### src/rtl/core_pipe_hcu.sv
//-----------------------------------------------------------------------------
// core_pipe_hcu
//
// Hazard-control and pipeline-sequencing unit for an in-order RV32I pipeline
// of NSTAGES stages (0=IF, 1=ID, 2=EX, NSTAGES-2=MEM, NSTAGES-1=WB).
//
// The unit keeps its own shadow copy of per-stage valid / rd / write-enable /
// memory-op flags. From that state and the ID-stage decode inputs it derives
// the PC and pipeline-register enables, bubble insertion, operand-forwarding
// selects and three saturating performance counters.
//
// Ports
//   CLK, RST                  clock, synchronous active-high reset
//   IF_VALID, IMEM_BUSY       fetch side status
//   DMEM_BUSY                 MEM-stage data access still pending
//   ID_RS1/2, ID_RS1/2_USED   source operands of the ID instruction
//   ID_RD, ID_RD_WE           destination of the ID instruction
//   ID_IS_LOAD, ID_IS_MEM     ID instruction is a load / any memory op
//   EX_REDIRECT               EX instruction changes control flow
//   PC_WRITE                  PC register update enable
//   STAGE_EN[i]               register into stage i+1 loads
//   STAGE_BUBBLE[i]           register into stage i+1 loads a NOP
//   STAGE_VALID[i]            stage i+1 holds a valid instruction
//   FWD_A, FWD_B              0 = regfile, s = result of stage s
//   CNT_STALL/FLUSH/RETIRE    saturating performance counters
//-----------------------------------------------------------------------------
module core_pipe_hcu #(
  parameter int NSTAGES = 5,
  parameter int AW      = 5,
  parameter int FWD_EN  = 1,
  parameter int CNT_W   = 16
) (
  input  logic                       CLK,
  input  logic                       RST,
  input  logic                       IF_VALID,
  input  logic                       IMEM_BUSY,
  input  logic                       DMEM_BUSY,
  input  logic [AW-1:0]              ID_RS1,
  input  logic [AW-1:0]              ID_RS2,
  input  logic                       ID_RS1_USED,
  input  logic                       ID_RS2_USED,
  input  logic [AW-1:0]              ID_RD,
  input  logic                       ID_RD_WE,
  input  logic                       ID_IS_LOAD,
  input  logic                       ID_IS_MEM,
  input  logic                       EX_REDIRECT,
  output logic                       PC_WRITE,
  output logic [NSTAGES-2:0]         STAGE_EN,
  output logic [NSTAGES-2:0]         STAGE_BUBBLE,
  output logic [NSTAGES-2:0]         STAGE_VALID,
  output logic [$clog2(NSTAGES)-1:0] FWD_A,
  output logic [$clog2(NSTAGES)-1:0] FWD_B,
  output logic [CNT_W-1:0]           CNT_STALL,
  output logic [CNT_W-1:0]           CNT_FLUSH,
  output logic [CNT_W-1:0]           CNT_RETIRE
);

  localparam int EX  = 2;
  localparam int MEM = NSTAGES - 2;
  localparam int WB  = NSTAGES - 1;
  localparam int NB  = NSTAGES - 1;
  localparam int FW  = $clog2(NSTAGES);

  localparam logic [CNT_W-1:0] CNT_MAX = {CNT_W{1'b1}};
  localparam logic [CNT_W-1:0] CNT_ONE = {{(CNT_W-1){1'b0}}, 1'b1};

  // Shadow pipeline state. Only the flags that some hazard rule reads are
  // tracked: mem-op up to MEM, load only in EX (the load-use window).
  logic [WB:1]      valid_r;
  logic [WB:2]      we_r;
  logic [AW-1:0]    rd_r [WB:2];
  logic [MEM:2]     mem_r;
  logic             load_ex_r;

  logic [CNT_W-1:0] cnt_stall_r;
  logic [CNT_W-1:0] cnt_flush_r;
  logic [CNT_W-1:0] cnt_retire_r;

  logic [WB:2]      match_a_s;
  logic [WB:2]      match_b_s;
  logic             dstall_s;
  logic             redir_s;
  logic             raw_s;
  logic             fetch_s;
  logic             pc_write_s;
  logic             flush_s;
  logic [NB-1:0]    stage_en_s;
  logic [NB-1:0]    stage_bubble_s;
  logic [FW-1:0]    fwd_a_s;
  logic [FW-1:0]    fwd_b_s;

  // Per-stage RAW match of each ID source operand (x0 never matches).
  always_comb begin
    match_a_s = {(NSTAGES-2){1'b0}};
    match_b_s = {(NSTAGES-2){1'b0}};
    for (int s = 2; s <= WB; s++) begin
      match_a_s[s] = valid_r[1] & valid_r[s] & we_r[s] & ID_RS1_USED &
                     (ID_RS1 != {AW{1'b0}}) & (rd_r[s] == ID_RS1);
      match_b_s[s] = valid_r[1] & valid_r[s] & we_r[s] & ID_RS2_USED &
                     (ID_RS2 != {AW{1'b0}}) & (rd_r[s] == ID_RS2);
    end
  end

  // Raw hazard predicates, before priority resolution.
  assign dstall_s = DMEM_BUSY & valid_r[MEM] & mem_r[MEM];
  assign redir_s  = EX_REDIRECT & valid_r[EX];
  // With forwarding only a load still in EX cannot be bypassed in time.
  assign raw_s    = (FWD_EN != 32'sd0) ?
                    ((match_a_s[EX] | match_b_s[EX]) & load_ex_r) :
                    ((|match_a_s) | (|match_b_s));
  assign fetch_s  = IMEM_BUSY | ~IF_VALID;

  // Priority-resolved PC / stage enables and bubble insertion.
  always_comb begin
    pc_write_s     = 1'b1;
    stage_en_s     = {NB{1'b1}};
    stage_bubble_s = {NB{1'b0}};
    flush_s        = 1'b0;
    if (RST) begin
      pc_write_s     = 1'b0;
      stage_en_s     = {NB{1'b0}};
      stage_bubble_s = {NB{1'b1}};
    end else if (dstall_s) begin
      // IF..MEM freeze; WB drains into a bubble so the stalled op retires once.
      pc_write_s     = 1'b0;
      stage_en_s     = {1'b1, {(NB-1){1'b0}}};
      stage_bubble_s = {1'b1, {(NB-1){1'b0}}};
    end else if (redir_s) begin
      // Squash the wrong-path instructions in IF and ID.
      stage_bubble_s[0] = 1'b1;
      stage_bubble_s[1] = 1'b1;
      flush_s           = 1'b1;
    end else if (raw_s) begin
      pc_write_s        = 1'b0;
      stage_en_s[0]     = 1'b0;
      stage_bubble_s[1] = 1'b1;
    end else if (fetch_s) begin
      pc_write_s        = 1'b0;
      stage_bubble_s[0] = 1'b1;
    end else begin
      pc_write_s = 1'b1;
    end
  end

  // Forwarding select: youngest producer (lowest stage index) wins.
  always_comb begin
    fwd_a_s = {FW{1'b0}};
    fwd_b_s = {FW{1'b0}};
    if (!RST && (FWD_EN != 32'sd0) && !raw_s) begin
      for (int s = WB; s >= 2; s--) begin
        fwd_a_s = match_a_s[s] ? FW'(s) : fwd_a_s;
        fwd_b_s = match_b_s[s] ? FW'(s) : fwd_b_s;
      end
    end else begin
      fwd_a_s = {FW{1'b0}};
      fwd_b_s = {FW{1'b0}};
    end
  end

  // Shadow pipeline flags follow the stage enables; bubbles clear them.
  always_ff @(posedge CLK) begin
    if (RST) begin
      valid_r   <= {(NSTAGES-1){1'b0}};
      we_r      <= {(NSTAGES-2){1'b0}};
      mem_r     <= {(NSTAGES-3){1'b0}};
      load_ex_r <= 1'b0;
      for (int s = 2; s <= WB; s++) begin
        rd_r[s] <= {AW{1'b0}};
      end
    end else begin
      if (stage_en_s[0]) begin
        valid_r[1] <= IF_VALID & ~stage_bubble_s[0];
      end
      if (stage_en_s[1]) begin
        valid_r[EX] <= valid_r[1] & ~stage_bubble_s[1];
        we_r[EX]    <= ID_RD_WE & ~stage_bubble_s[1];
        mem_r[EX]   <= ID_IS_MEM & ~stage_bubble_s[1];
        load_ex_r   <= ID_IS_LOAD & ~stage_bubble_s[1];
        rd_r[EX]    <= stage_bubble_s[1] ? {AW{1'b0}} : ID_RD;
      end
      for (int s = 3; s <= WB; s++) begin
        if (stage_en_s[s-1]) begin
          valid_r[s] <= valid_r[s-1] & ~stage_bubble_s[s-1];
          we_r[s]    <= we_r[s-1] & ~stage_bubble_s[s-1];
          rd_r[s]    <= stage_bubble_s[s-1] ? {AW{1'b0}} : rd_r[s-1];
        end
      end
      for (int s = 3; s <= MEM; s++) begin
        if (stage_en_s[s-1]) begin
          mem_r[s] <= mem_r[s-1] & ~stage_bubble_s[s-1];
        end
      end
    end
  end

  // Saturating performance counters.
  always_ff @(posedge CLK) begin
    if (RST) begin
      cnt_stall_r  <= {CNT_W{1'b0}};
      cnt_flush_r  <= {CNT_W{1'b0}};
      cnt_retire_r <= {CNT_W{1'b0}};
    end else begin
      if (!pc_write_s && (cnt_stall_r != CNT_MAX)) begin
        cnt_stall_r <= cnt_stall_r + CNT_ONE;
      end
      if (flush_s && (cnt_flush_r != CNT_MAX)) begin
        cnt_flush_r <= cnt_flush_r + CNT_ONE;
      end
      if (valid_r[WB] && (cnt_retire_r != CNT_MAX)) begin
        cnt_retire_r <= cnt_retire_r + CNT_ONE;
      end
    end
  end

  assign PC_WRITE     = pc_write_s;
  assign STAGE_EN     = stage_en_s;
  assign STAGE_BUBBLE = stage_bubble_s;
  assign STAGE_VALID  = valid_r;
  assign FWD_A        = fwd_a_s;
  assign FWD_B        = fwd_b_s;
  assign CNT_STALL    = cnt_stall_r;
  assign CNT_FLUSH    = cnt_flush_r;
  assign CNT_RETIRE   = cnt_retire_r;

endmodule

### config.mk
export PLATFORM = sky130hd
export DESIGN_NAME = core_pipe_hcu
export DESIGN_NICKNAME = d
export VERILOG_FILES = /design/src/rtl/core_pipe_hcu.sv
export SDC_FILE = /design/constraint.sdc
export NUM_CORES = 1
export LEC_CHECK = 0
export BUFFER_PORTS_ARGS = -buffer_cell sky130_fd_sc_hd__buf_4
export CAP_MARGIN = 20
export CORE_MARGIN = 4
export CORE_UTILIZATION = 33
export DETAILED_ROUTE_END_ITERATION = 8
export PLACE_DENSITY_LB_ADDON = 0.12
export SLEW_MARGIN = 20
export SYNTH_ARGS = -nofsm -noshare
export SYNTH_HDL_FRONTEND = slang
export SYNTH_SLANG_ARGS = --single-unit
### constraint.sdc
create_clock -name CLK -period 3.7 [get_ports CLK]
set_input_delay 0.185 -clock CLK [delete_from_list [all_inputs] [get_ports CLK]]
set_output_delay 0.185 -clock CLK [all_outputs]
set_load 0.05 [all_outputs]
After elaboration in Yosys (flattened, before gate mapping) --
Memories as Yosys holds them, arrays and structs flattened. Index checks and enable logic that the tools add are counted.
Cells by class: $add $sub $neg 3, equality and inequality tests 9, mux-type cells 45, bitwise operators 48, reduce and logical (&&, ||, !) cells 9
Operators by type and width (number):
- $add A16 B1 Y16 const B | 3
- $ne A16 B16 Y1 const B | 3
- $and A1 B1 Y1 | 38
- $eq A5 B5 Y1 | 6
- $mux W5 | 6
- $mux W1 | 25
- $mux W3 | 8
- $reduce_bool A5 Y1 | 2
- $mux W2 | 4
- $mux W4 | 2
- $not A1 Y1 | 5
- $or A1 B1 Y1 | 5
- $logic_and A1 B1 Y1 | 4
- $logic_not A1 Y1 | 3
Storage, ports and cells: flip-flop bits (word level) 58, memory bits (writable) 15, input bits 26, output and inout bits 67, word-level logic and storage cells 128, memories kept 1
Memory list:
- rd_r | depth 3, width 5, rd ports 3, clocked after memory_dff 0, wr ports 3, RTL line 71 | logic [AW-1:0] rd_r [WB:2];

Depth between registers and ports, before layout --
Gate-level depths: netlist (run 1).
word-level depth 15, mapped depth 10, depth with buffers taken out 9

Worst setup path before layout (run 1) --
Ideal clock, no wire load.
path kind input port to output port, from input port ID_RS2[1], to output port FWD_A[0], arrival time 2.552 ns, data required time 3.515 ns, slack 0.963 ns, stages on the path 6, buffers on the path 0, path through or4_1 o21a_1 and3_4 o21ai_4 nand2_1 nor3_1
Between the ends: longest elaborated chain between the ends 8, elaborated cells on any way between the ends 9, classes of those cells 1 x eq/ne; 1 x mux; 4 x bitwise; 3 x reduce/logical
Ends and longest elaborated chain:
- start: declaration | RTL line 39 | input logic [AW-1:0] ID_RS2,
- $reduce_bool A5 Y1 | RTL line 100 | (ID_RS2 != {AW{1'b0}}) & (rd_r[s] == ID_RS2);
- $and A1 B1 Y1 | RTL line 99 | match_b_s[s] = valid_r[1] & valid_r[s] & we_r[s] & ID_RS2_USED &
- $and A1 B1 Y1 * | RTL line 100
- $or A1 B1 Y1 * | RTL line 109 | ((match_a_s[EX] | match_b_s[EX]) & load_ex_r) :
- $and A1 B1 Y1 * | RTL line 109
- $logic_not A1 Y1 * | RTL line 149 | if (!RST && (FWD_EN != 32'sd0) && !raw_s) begin
- $logic_and A1 B1 Y1 * | RTL line 149
- $mux W3 * | RTL line 149
- end: declaration | RTL line 51 | output logic [$clog2(NSTAGES)-1:0] FWD_A,
Mark *: on every way between the ends. The rest lies on a longest branch, timed or not.

Worst setup path after layout (run 1) --
from register valid_r, in the netlist STAGE_VALID[1], to output port FWD_A[2]
Between the ends: longest elaborated chain between the ends 10, elaborated cells on any way between the ends 14, classes of those cells 2 x mux; 10 x bitwise; 2 x reduce/logical
Ends and longest elaborated chain:
- start: declaration | RTL line 69 | logic [WB:1] valid_r;
- start signal: assignment | RTL line 163 | valid_r <= {(NSTAGES-1){1'b0}};
- start signal: indexed assignment | RTL line 175 | valid_r[EX] <= valid_r[1] & ~stage_bubble_s[1];
- start signal: indexed assignment | RTL line 183 | valid_r[s] <= valid_r[s-1] & ~stage_bubble_s[s-1];
- $and A1 B1 Y1 * (2 in a row) | RTL line 97, 99
- $and A1 B1 Y1, on equally long branches (2 in a row) | RTL line 97, 99
- $and A1 B1 Y1, on equally long branches | RTL line 98, 100
- $or A1 B1 Y1 | RTL line 109
- $and A1 B1 Y1 | RTL line 109
- $logic_not A1 Y1 | RTL line 149
- $logic_and A1 B1 Y1 | RTL line 149
- $mux W3 * | RTL line 149
Marked as above.

==> load_flow_metrics.sql, run 1 <==
INSERT INTO impl_metrics (metric_group, metric, value, unit) VALUES
('drt', 'post_drt_wl_per_cell', '14.37', 'um'),
('final_layout', 'flow.area_growth_from_synthesis', '29.31', '%'),
('final_layout', 'layout_common_cells', 'buf_4 (93), nor2_1 (69), dfxtp_1 (63)', ''),
('timing', 'clock.fmax', '0.3851', 'GHz'),
('floorplan', 'floorplan.die.width', '112.8', 'um'),
('drt', 'detailedRoute.firstIterationViolations', '151', ''),
('clock_tree', 'worstSkewPairLatency', '0.35', 'ns'),
('power', 'power.static_leakage', '1.919', 'nW'),
('yosys', 'synth.distinct_cells', '46', ''),
('yosys', 'synth_compound_gate_area_share', '8.284', '%'),
('yosys', 'ys_seq_elements', '73', ''),
('power', 'sw_frac_of_total', '24.09', '%'),
('power', 'power.switching', '0.4267', 'mW'),
('yosys', 'seq_area_frac_synth', '43.08', '%'),
('timing', 'timing.max_slew.rel_slack', '58.24', '%'),
('timing', 'min_period_over_period', '70.18', '%'),
('clock_tree', 'cts_setup_buffers', '0', ''),
('critical_path', 'cp_class', 'reg2out', ''),
('drt', 'detail_route.vias_per_cell', '4.843', ''),
('timing', 'timing_hold_violations_final', '0', ''),
('final_layout', 'final_nets', '516', ''),
('placed_design', 'detailedPlace.worstSlack', '1.172', 'ns'),
('power', 'pwr_density_cell', '377.9', 'nW/um2'),
('power', 'comb_power_share', '8.8', '%'),
('floorplan', 'ioPinCount', '93', ''),
('global_route', 'antenna_found_initial', '0', ''),
('run_status', 'status', 'finished, final reports clean', ''),
('yosys', 'synth_area_per_cell', '9.153', 'um2'),
('critical_path', 'critical_path_arrival', '2.41', 'ns'),
('yosys', 'synthAdderAreaFrac', '1.036', '%'),
('placed_design', 'dp_hpwl', '6824', 'um'),
('timing', 'worst_setup_margin', '1.104', 'ns'),
('final_layout', 'layout_cell_share_with_drive_strength_beyond_1', '25.41', '%'),
('global_route', 'grt_overflow_total', '0', ''),
('critical_path', 'critical_path_peak_fanout', '6', ''),
('yosys', 'mappedNetlistNets', '425', ''),
('yosys', 'synth_top_area_cell', 'dfxtp_1', ''),
('yosys', 'synthesis.instances', '396', ''),
('job', 'timing.max_cap.violations', '0', ''),
('global_route', 'grt_pass1_wl', '14930', 'um'),
('placed_design', 'port_buffers', '92', ''),
('clock_tree', 'cts.htree.levels', '3', ''),
('global_route', 'gr-usage-all-layers', '14.45', '%'),
('yosys', 'synth_top_family_by_area', 'simple AND/OR/NAND/NOR gates', ''),
('timing', 'finalSetupViolCount', '0', ''),
('global_route', 'grt_pass1_vias', '3013', ''),
('drt', 'routed_wl', '9081', 'um'),
('final_layout', 'antennaDiodeCount', '0', ''),
('yosys', 'synthDominantCellAreaShare', '34.79', '%'),
('final_layout', 'utilization', '43.43', '%'),
('clock_tree', 'cts_hold_buffers', '0', ''),
('drt', 'detailedRoute.firstPassIterationCount', '4', ''),
('floorplan', 'rows', '38', ''),
('power', 'power_internal', '1.344', 'mW'),
('yosys', 'yosys_synthesis_warning_count', '0', ''),
('floorplan', 'initial_core_util', '33.58', '%'),
('drt', 'detailroute.via_count', '3061', ''),
('timing', 'finalWorstPathRequiredPeriod', '2.596', 'ns'),
('timing', 'fin_setup_tns', '0', 'ns'),
('critical_path', 'setup.worst_path.end_class', 'primary output', ''),
('timing', 'worst_slew_pin_slew', '0.6216', 'ns'),
('critical_path', 'worst_setup_path_start_kind', 'flop', ''),
('drt', 'final_antenna_net_count', '0', ''),
('final_layout', 'nFillCells', '1082', ''),
('yosys', 'post_synth_instance_area', '3625', 'um2'),
('timing', 'clock_skew', '0.01451', 'ns'),
('global_route', 'maximum_number_of_pins_on_one_net_before_global_route_repair', '56', ''),
('yosys', 'yosys-top-cells-area', 'dfxtp_1 (35%), xor2_1 (12%), edfxtp_1 (8.3%)', ''),
('floorplan', 'die_y', '112.8', 'um'),
('clock_tree', 'post_cts_resize_count', '0', ''),
('clock_tree', 'cts.clk_slew.worst_paths', '0.09', 'ns');
[per-layer routing]
metal  vias to the layer above  part of all wire [%]  GRT usage (%)
met5                         -                     0              0
met4                         0                   1.3          4.567
met3                        10                   5.8          4.492
met2                        86                    45          23.22
met1                      1407                    48          18.57
li1                       1558                     -              -
[through the flow]
stage	power [mW]	std cells	area (um2)	hold WS (ns)
6_report	1.771	632	4687	0.04939
5_1_grt	1.843	632	4687	0.02252
4_1_cts	1.803	632	4687	0.02300
3_5_place_dp	1.008	616	4437	0.3991
3_3_place_gp	1.008	616	4437	0.3969
2_1_floorplan	0.9475	396	3625	0.3107
[flip-flops by register name (all words and copies together), names as in the netlist]
| signal | cells |
|---|---|
| CNT_RETIRE | 16 |
| we_r | 3 |
| rd_r | 15 |
| load_ex_r | 1 |
| CNT_FLUSH | 16 |
| CNT_STALL | 16 |
| STAGE_VALID | 4 |
| mem_r | 2 |
[path summary, 6_finish.rpt]
check | cells after the start | from | slack (ns) | endpoint
max | 8 | STAGE_VALID[1]$_SDFFE_PP0P_ | 1.10 | FWD_A[2]
min | 2 | ID_RD_WE | 0.05 | we_r[2]$_SDFFE_PP0P_
max reg2reg | 8 | STAGE_VALID[2]$_SDFFE_PP0P_ | 1.13 | CNT_STALL[13]$_SDFFE_PP0P_
min reg2reg | 2 | we_r[3]$_SDFFE_PP0P_ | 0.47 | we_r[3]$_SDFFE_PP0P_
[cell type report]
| cell class | count | area (um2) | share of cell area, % |
|---|---|---|---|
| Multi-Input combinational cell | 302 | 1972 | 42.07 |
| Clock buffer | 10 | 137.6 | 2.936 |
| Clock inverter | 6 | 112.6 | 2.403 |
| Inverter | 8 | 30.03 | 0.6407 |
| Timing Repair Buffer | 93 | 698.2 | 14.90 |
| Sequential cell | 73 | 1562 | 33.32 |
| Tap cell | 140 | 175.2 | 3.737 |
[cell usage after synthesis, drive strengths merged]
library cell and number:
a21oi 10, and2 19, nor3 6, o21a 4, xor2 50, mux2i 3, o211ai 7, clkbuf 9
a22o 3, o31ai 2, xnor2 19, nand3 25, a31oi 1, nand2 18, or4 3, buf 4
mux2 1, nor2 69, and4 7, nor2b 2, o21ai 7, a22oi 1, o31a 3, nor4 7
and3 12, edfxtp 10, a211oi 1, or3 3, nand4 13, nor4b 2, ha 3, nand2b 1
inv 8, dfxtp 63
[worst max-delay path: stages, from the launching register on]
cell and delay, ns:
dfxtp_1 0.45, nand3_2 0.17, nor4_2 0.41, and3_1 0.31, o21ai_4 0.09, nand2_1 0.19, nor2_1 0.05, and4_1 0.19
buf_4 0.19
[power groups by stage]
stage               Sequential [mW]  Clock [mW]  Combinational, mW
CTS                           0.833       0.812              0.157
detailed placement            0.852           0              0.157
global placement              0.852           0              0.157
finish                        0.833       0.782              0.156
floorplan                     0.863           0             0.0842
global route                  0.836       0.840              0.167
[cells by family (layout without fill, tap and decap cells)]
family,after synthesis,in the layout
AND/OR/NAND/NOR,187,187
buffers and inverters,21,117
XOR/XNOR,69,69
adder cells (fa/ha/maj),3,3
AO/OA/AOI/OAI,39,39
multiplexers,4,4
flip-flops,73,73
(Power assumes the default switching activity.)
==> run 2: changes to the inputs <==
==> constraint.sdc (replaced) <==
create_clock -name CLK -period 2.1 [get_ports CLK]
set_input_delay 0.105 -clock CLK [delete_from_list [all_inputs] [get_ports CLK]]
set_output_delay 0.105 -clock CLK [all_outputs]
set_load 0.05 [all_outputs]
==> load_flow_metrics.sql, run 2 (synthesis results as in run 1) <==
INSERT INTO impl_metrics (metric_group, metric, value, unit) VALUES
('placed_design', 'cell_count_after_placement', '644', ''),
('drt', 'detail_route.drc_violations', '0', ''),
('timing', 'finalSetupViolCount', '26', ''),
('drt', 'detailedRoute.firstPassIterationCount', '4', ''),
('power', 'pwr_density_cell', '537.6', 'nW/um2'),
('job', 'timing.max_cap.violations', '0', ''),
('final_layout', 'layout_common_cells', 'buf_4 (116), nor2_1 (67), dfxtp_1 (50)', ''),
('floorplan', 'rows', '38', ''),
('clock_tree', 'worstSkewPairLatency', '0.34', 'ns'),
('power', 'clock_power_share', '34.8', '%'),
('power', 'power.total', '2.781', 'mW'),
('timing', 'fin_setup_tns', '-1.946', 'ns'),
('timing', 'timing_hold_violations_final', '0', ''),
('final_layout', 'antennaDiodeCount', '0', ''),
('floorplan', 'coreArea', '10790', 'um2'),
('timing', 'timing.max_slew.rel_slack', '66.06', '%'),
('clock_tree', 'cts.htree.levels', '3', ''),
('drt', 'detailedRoute.firstIterationViolations', '125', ''),
('drt', 'detailroute.via_count', '3237', ''),
('floorplan', 'floorplan.die_area', '12730', 'um2'),
('power', 'power.static_leakage', '2.127', 'nW'),
('critical_path', 'cp_class', 'reg2out', ''),
('timing', 'min_period_over_period', '108.7', '%'),
('clock_tree', 'cts.clk_slew.worst_paths', '0.06', 'ns'),
('placed_design', 'detailedPlace.worstSlack', '-0.05034', 'ns'),
('power', 'comb_power_share', '12.4', '%'),
('power', 'power.switching', '0.7393', 'mW'),
('timing', 'clock.fmax', '0.4383', 'GHz'),
('worst_hold_path', 'worst_hold_path_type', 'in2reg', ''),
('timing', 'timing.final.max_slew_violations', '0', ''),
('placed_design', 'dp_hpwl', '7343', 'um'),
('placed_design', 'gpl_congestion', '0.8139', ''),
('final_layout', 'nFillCells', '1053', ''),
('run_status', 'status', 'finished with violations', ''),
('power', 'power_internal', '2.041', 'mW'),
('critical_path', 'worst_setup_path_start_kind', 'flop', ''),
('floorplan', 'floorplan.die.width', '112.8', 'um'),
('floorplan', 'die_y', '112.8', 'um'),
('global_route', 'grt_overflow_total', '0', ''),
('power', 'seq_power_share', '52.8', '%'),
('clock_tree', 'number_of_clock_buffers_inserted_by_tritoncts', '9', ''),
('final_layout', 'flow.area_growth_from_synthesis', '42.70', '%'),
('timing', 'grt_setup_unrepaired', 'yes', ''),
('power', 'sw_frac_of_total', '26.59', '%'),
('critical_path', 'cp_top_family', 'simple AND/OR/NAND/NOR gates', ''),
('critical_path', 'setup.worst_path.end_class', 'primary output', ''),
('timing', 'finalWorstPathRequiredPeriod', '2.282', 'ns'),
('timing', 'worst_setup_margin', '-0.1818', 'ns'),
('final_layout', 'final_nets', '558', ''),
('clock_tree', 'clk_path_buf_depth', '2', ''),
('critical_path', 'critical-path-max-stage-delay', '0.45', 'ns'),
('drt', 'final_antenna_net_count', '0', ''),
('drt', 'routed_wl', '9928', 'um'),
('global_route', 'grt_pass1_vias', '3229', ''),
('critical_path', 'critical_path.slowest_cell', 'edfxtp_1', ''),
('floorplan', 'initial_core_util', '33.58', '%'),
('final_layout', 'fin_cells', '673', ''),
('critical_path', 'crit_chain', 'xor2_2, nor4_4, and3_4, o21ai_4, nand2_4, nor2_1, and4_1, buf_6', ''),
('timing', 'clock_skew', '0.01580', 'ns'),
('global_route', 'antenna_found_initial', '0', ''),
('run_status', 'failed_checks', 'negative setup slack', ''),
('final_layout', 'layout_cell_share_with_drive_strength_beyond_1', '36.59', '%'),
('drt', 'post_drt_wl_per_cell', '14.75', 'um'),
('critical_path', 'critical_path_arrival', '2.18', 'ns'),
('final_layout', 'layout_commonest_cell', 'buf_4', ''),
('placed_design', 'port_buffers', '92', ''),
('critical_path', 'critical_path_buf_inv_count', '1', ''),
('global_route', 'gr-usage-all-layers', '15.71', '%'),
('timing', 'worst_slew_pin_slew', '0.5092', 'ns'),
('critical_path', 'critical_path_peak_fanout', '4', ''),
('clock_tree', 'cts_num_sinks', '73', ''),
('critical_path', 'crit_required', '2.00', 'ns'),
('power', 'power.ir.vdd_worst', '0.2484', 'mV'),
('global_route', 'grt_pass1_wl', '16130', 'um'),
('floorplan', 'ioPinCount', '93', ''),
('clock_tree', 'clock_tree_root_driver_cell', 'clkbuf_8', ''),
('global_route', 'maximum_number_of_pins_on_one_net_before_global_route_repair', '49', ''),
('clock_tree', 'cts_tree', 'done', ''),
('drt', 'detail_route.vias_per_cell', '4.810', '');
-- run 2: changes by cell type in the layout (fill, tap and decap cells not counted), moves of 6 or more --
cell	delta
a21oi_1	-6
a21oi_2	+6
buf_4	+23
buf_6	+15
dfxtp_1	-13
dfxtp_2	+11
-- run 2: worst reg2reg max path: stages, from the launching register on --
cell      delay (ns)
edfxtp_1        0.45
xor2_2          0.19
nor4_4          0.38
nand4_2         0.20
buf_4           0.19
nand3_4         0.09
o21ai_4         0.09
or4_4           0.49
a21oi_2         0.12
-- run 2: power groups by stage --
stage	clock network (mW)	registers (mW)	logic, mW
after floorplan	0	1.52	0.152
after global placement	0	1.50	0.311
after detailed placement	0	1.50	0.311
after CTS	1.01	1.47	0.333
after global routing	1.07	1.47	0.370
final	0.969	1.47	0.344
-- run 2: path summary, 6_finish.rpt --
| path | slack [ns] | cells after the start | start | end |
|---|---|---|---|---|
| max | -0.18 | 8 | rd_r[2][4]$_SDFFCE_PP0P_ | FWD_A[2] |
| min | 0.06 | 2 | ID_RD[1] | rd_r[2][1]$_SDFFCE_PP0P_ |
| max reg2reg | -0.14 | 8 | rd_r[2][4]$_SDFFCE_PP0P_ | CNT_STALL[13]$_SDFFE_PP0P_ |
| min reg2reg | 0.48 | 2 | we_r[3]$_SDFFE_PP0P_ | we_r[3]$_SDFFE_PP0P_ |
-- run 2: timing repair --
item	CTS	global route
hold endpoints to repair	8	0
pin swaps	10	15
endpoints found under the setup margin	16	34
setup buffers	7	3
hold buffers	4	0
gates resized for setup	22	14
-- run 2: metal layers --
layer,share of wire (%),global-route usage (%),vias up
li1,-,-,1628
met1,47,21.64,1517
met2,45,23.54,78
met3,6.1,3.957,14
met4,1.8,6.330,0
met5,0,0,-
-- run 2: final cells by class --
| class | instances | area [um2] | area share, % |
|---|---|---|---|
| clock inverter | 3 | 18.77 | 0.3628 |
| clock buffer | 12 | 145.1 | 2.806 |
| sequential | 73 | 1583 | 30.60 |
| tap | 140 | 175.2 | 3.387 |
| inverter | 8 | 30.03 | 0.5806 |
| timing repair buffer | 135 | 1080 | 20.88 |
| multi-input combinational | 302 | 2141 | 41.39 |
-- run 2: through the flow --
stage | utilization, % | hold slack (ns) | cell area (um2)
floorplan | - | 0.2307 | 3700
global placement | 43.74 | 0.3288 | 4721
detailed placement | 43.74 | 0.3306 | 4721
CTS | 47.02 | 0.03536 | 5075
global route | 47.92 | 0.03418 | 5172
finish | 47.92 | 0.05527 | 5172
==> run 3: changes to the inputs <==
==> constraint.sdc (replaced) <==
create_clock -name CLK -period 2.85 [get_ports CLK]
set_input_delay 0.1425 -clock CLK [delete_from_list [all_inputs] [get_ports CLK]]
set_output_delay 0.1425 -clock CLK [all_outputs]
set_load 0.05 [all_outputs]
==> load_flow_metrics.sql, run 3 (synthesis results as in run 1) <==
INSERT INTO impl_metrics (metric_group, metric, value, unit) VALUES
('drt', 'detailedRoute.firstIterationViolations', '147', ''),
('global_route', 'antenna_found_initial', '0', ''),
('final_layout', 'antennaDiodeCount', '0', ''),
('timing', 'timing.final.max_slew_violations', '0', ''),
('global_route', 'grt_pass1_wl', '14680', 'um'),
('clock_tree', 'number_of_clock_buffers_inserted_by_tritoncts', '9', ''),
('power', 'power.static_leakage', '1.915', 'nW'),
('final_layout', 'final_nets', '520', ''),
('global_route', 'maximum_number_of_pins_on_one_net_before_global_route_repair', '56', ''),
('clock_tree', 'clk_path_buf_depth', '2', ''),
('worst_hold_path', 'timing.hold.worst_endpoint', 'rd_r[2][0]$_SDFFCE_PP0P_', ''),
('placed_design', 'dp_hpwl', '6709', 'um'),
('critical_path', 'critical-path-max-stage-delay', '0.44', 'ns'),
('placed_design', 'gpl_congestion', '0.8823', ''),
('critical_path', 'crit_chain', 'nand3_2, nor4_2, and3_1, o21ai_4, nand2_1, nor2_1, and4_1, buf_4', ''),
('final_layout', 'layout_common_cells', 'buf_4 (94), nor2_1 (69), dfxtp_1 (63)', ''),
('drt', 'detailedRoute.firstPassIterationCount', '4', ''),
('final_layout', 'final_design_area_no_fill', '4677', 'um2'),
('timing', 'clock_skew', '0.008357', 'ns'),
('run_status', 'status', 'finished, final reports clean', ''),
('power', 'power_internal', '1.581', 'mW'),
('drt', 'routed_wl', '8959', 'um'),
('floorplan', 'initial_core_util', '33.58', '%'),
('timing', 'fin_setup_tns', '0', 'ns'),
('worst_hold_path', 'hold_path_depth', '2', ''),
('floorplan', 'floorplan.die.width', '112.8', 'um'),
('drt', 'final_antenna_net_count', '0', ''),
('final_layout', 'nFillCells', '1092', ''),
('timing', 'timing.max_slew.rel_slack', '57.47', '%'),
('drt', 'detail_route.vias_per_cell', '4.752', ''),
('floorplan', 'ioPinCount', '93', ''),
('power', 'power.switching', '0.5307', 'mW'),
('critical_path', 'regToRegSetupSlack', '0.63', 'ns'),
('critical_path', 'cp_class', 'reg2out', ''),
('final_layout', 'flow.area_growth_from_synthesis', '29.03', '%'),
('timing', 'finalWorstPathRequiredPeriod', '2.489', 'ns'),
('timing', 'grt_setup_unrepaired', 'no', ''),
('power', 'comb_power_share', '9.7', '%'),
('power', 'clock_power_share', '39.1', '%'),
('critical_path', 'critical_path_peak_fanout', '6', ''),
('clock_tree', 'cts_tree', 'done', ''),
('placed_design', 'port_buffers', '92', ''),
('critical_path', 'crit-reg2reg-launch', 'STAGE_VALID[0]$_SDFFE_PP0P_', ''),
('critical_path', 'critical_path.slowest_cell', 'dfxtp_1', ''),
('timing', 'min_period_over_period', '87.35', '%'),
('clock_tree', 'worstSkewPairLatency', '0.35', 'ns'),
('drt', 'detailroute.via_count', '3022', ''),
('timing', 'worst_slew_pin_slew', '0.6331', 'ns'),
('job', 'timing.max_cap.violations', '0', ''),
('power', 'sw_frac_of_total', '25.12', '%'),
('clock_tree', 'cts.clk_slew.worst_paths', '0.08', 'ns'),
('final_layout', 'layout_commonest_cell', 'buf_4', ''),
('critical_path', 'setup.worst_path.end_class', 'primary output', ''),
('floorplan', 'rows', '38', ''),
('worst_hold_path', 'worst_hold_path_type', 'in2reg', ''),
('critical_path', 'reg2regPathDepth', '7', ''),
('critical_path', 'worst_setup_path_start_kind', 'flop', ''),
('floorplan', 'die_y', '112.8', 'um'),
('power', 'pwr_density_cell', '451.6', 'nW/um2'),
('power', 'power.ir.vdd_worst', '0.2170', 'mV'),
('power', 'seq_power_share', '51.2', '%'),
('timing', 'finalSetupViolCount', '0', ''),
('timing', 'clock.fmax', '0.4017', 'GHz'),
('floorplan', 'floorplan.die_area', '12730', 'um2'),
('drt', 'detail_route.drc_violations', '0', ''),
('global_route', 'gr-usage-all-layers', '14.28', '%'),
('critical_path', 'reg2reg_to', 'CNT_STALL[13]$_SDFFE_PP0P_', ''),
('final_layout', 'layout_cell_share_with_drive_strength_beyond_1', '25.00', '%'),
('drt', 'post_drt_wl_per_cell', '14.09', 'um'),
('placed_design', 'dpl-instance-area', '4444', 'um2'),
('global_route', 'grt_pass1_vias', '2968', ''),
('floorplan', 'coreArea', '10790', 'um2'),
('timing', 'timing_hold_violations_final', '0', ''),
('clock_tree', 'cts.htree.levels', '3', ''),
('critical_path', 'critical_path_arrival', '2.35', 'ns'),
('clock_tree', 'clock_tree_root_driver_cell', 'clkbuf_8', ''),
('global_route', 'grt_overflow_total', '0', ''),
('worst_hold_path', 'hold_path_startpoint', 'ID_RD[0]', ''),
('critical_path', 'crit_required', '2.71', 'ns'),
('clock_tree', 'cts_num_sinks', '73', '');
[run 3: changes by cell type in the layout (fill, tap and decap cells not counted), moves of 3 or more]
| cell | delta |
|---|---|
| a21oi_1 | +6 |
| a21oi_2 | -6 |
| buf_4 | -22 |
| buf_6 | -15 |
| dfxtp_1 | +13 |
| dfxtp_2 | -11 |
| nor3_1 | +3 |
| xor2_1 | +4 |
| xor2_2 | -3 |
[run 3: routing by layer]
layer,part of all wire [%],vias to the layer above,GRT usage (%)
met5,0,-,0
met4,1.3,0,5.048
met3,5.6,9,3.957
met2,45,79,22.63
met1,48,1378,18.71
li1,-,1556,-
[run 3: cell type report]
class	count	area (um2)	area share, %
Clock buffer	15	197.7	4.227
Clock inverter	1	5.005	0.1070
Inverter	8	30.03	0.6421
Multi-Input combinational cell	302	1972	42.16
Sequential cell	73	1562	33.39
Tap cell	140	175.2	3.745
Timing Repair Buffer	97	735.7	15.73
[run 3: critical path: cells and delay by family, from the launching register on]
family	cells	cell delay, ns
buffers and inverters	1	0.19
flip-flops	1	0.44
AO/OA/AOI/OAI	1	0.09
AND/OR/NAND/NOR	6	1.27
[run 3: how the worst max path moves through the flow]
stage	start	endpoint	slack, ns
floorplan	ID_RS2[1]	FWD_A[0]	0.20
global placement	ID_RS2[1]	FWD_B[2]	0.54
detailed placement	ID_RS2[1]	FWD_B[2]	0.53
CTS	STAGE_VALID[0]$_SDFFE_PP0P_	FWD_A[2]	0.32
global route	STAGE_VALID[0]$_SDFFE_PP0P_	FWD_A[2]	0.22
finish	STAGE_VALID[0]$_SDFFE_PP0P_	FWD_A[2]	0.36
[run 3: stage by stage]
stage	hold slack (ns)	utilization [%]	power, mW	setup WS [ns]	instances
after floorplan	0.2682	-	1.230	0.1979	396
after CTS	0.03793	43.33	2.158	0.3165	636
after global routing	0.05297	43.33	2.212	0.2250	636
after detailed placement	0.3542	41.18	1.309	0.5345	617
after global placement	0.3576	41.18	1.309	0.5421	617
final	0.06745	43.33	2.112	0.3606	636
[run 3: power groups by stage]
stage	Clock, mW	Sequential [mW]	Combinational (mW)
after CTS	0.870	1.08	0.207
after detailed placement	0	1.11	0.204
after floorplan	0	1.12	0.109
final	0.825	1.08	0.205
after global placement	0	1.11	0.204
after global routing	0.906	1.08	0.221
[run 3: timing repair]
action	in CTS	in global routing
hold buffers	3	0
resized for setup	0	0
setup buffers	0	0
hold endpoints to repair	3	0
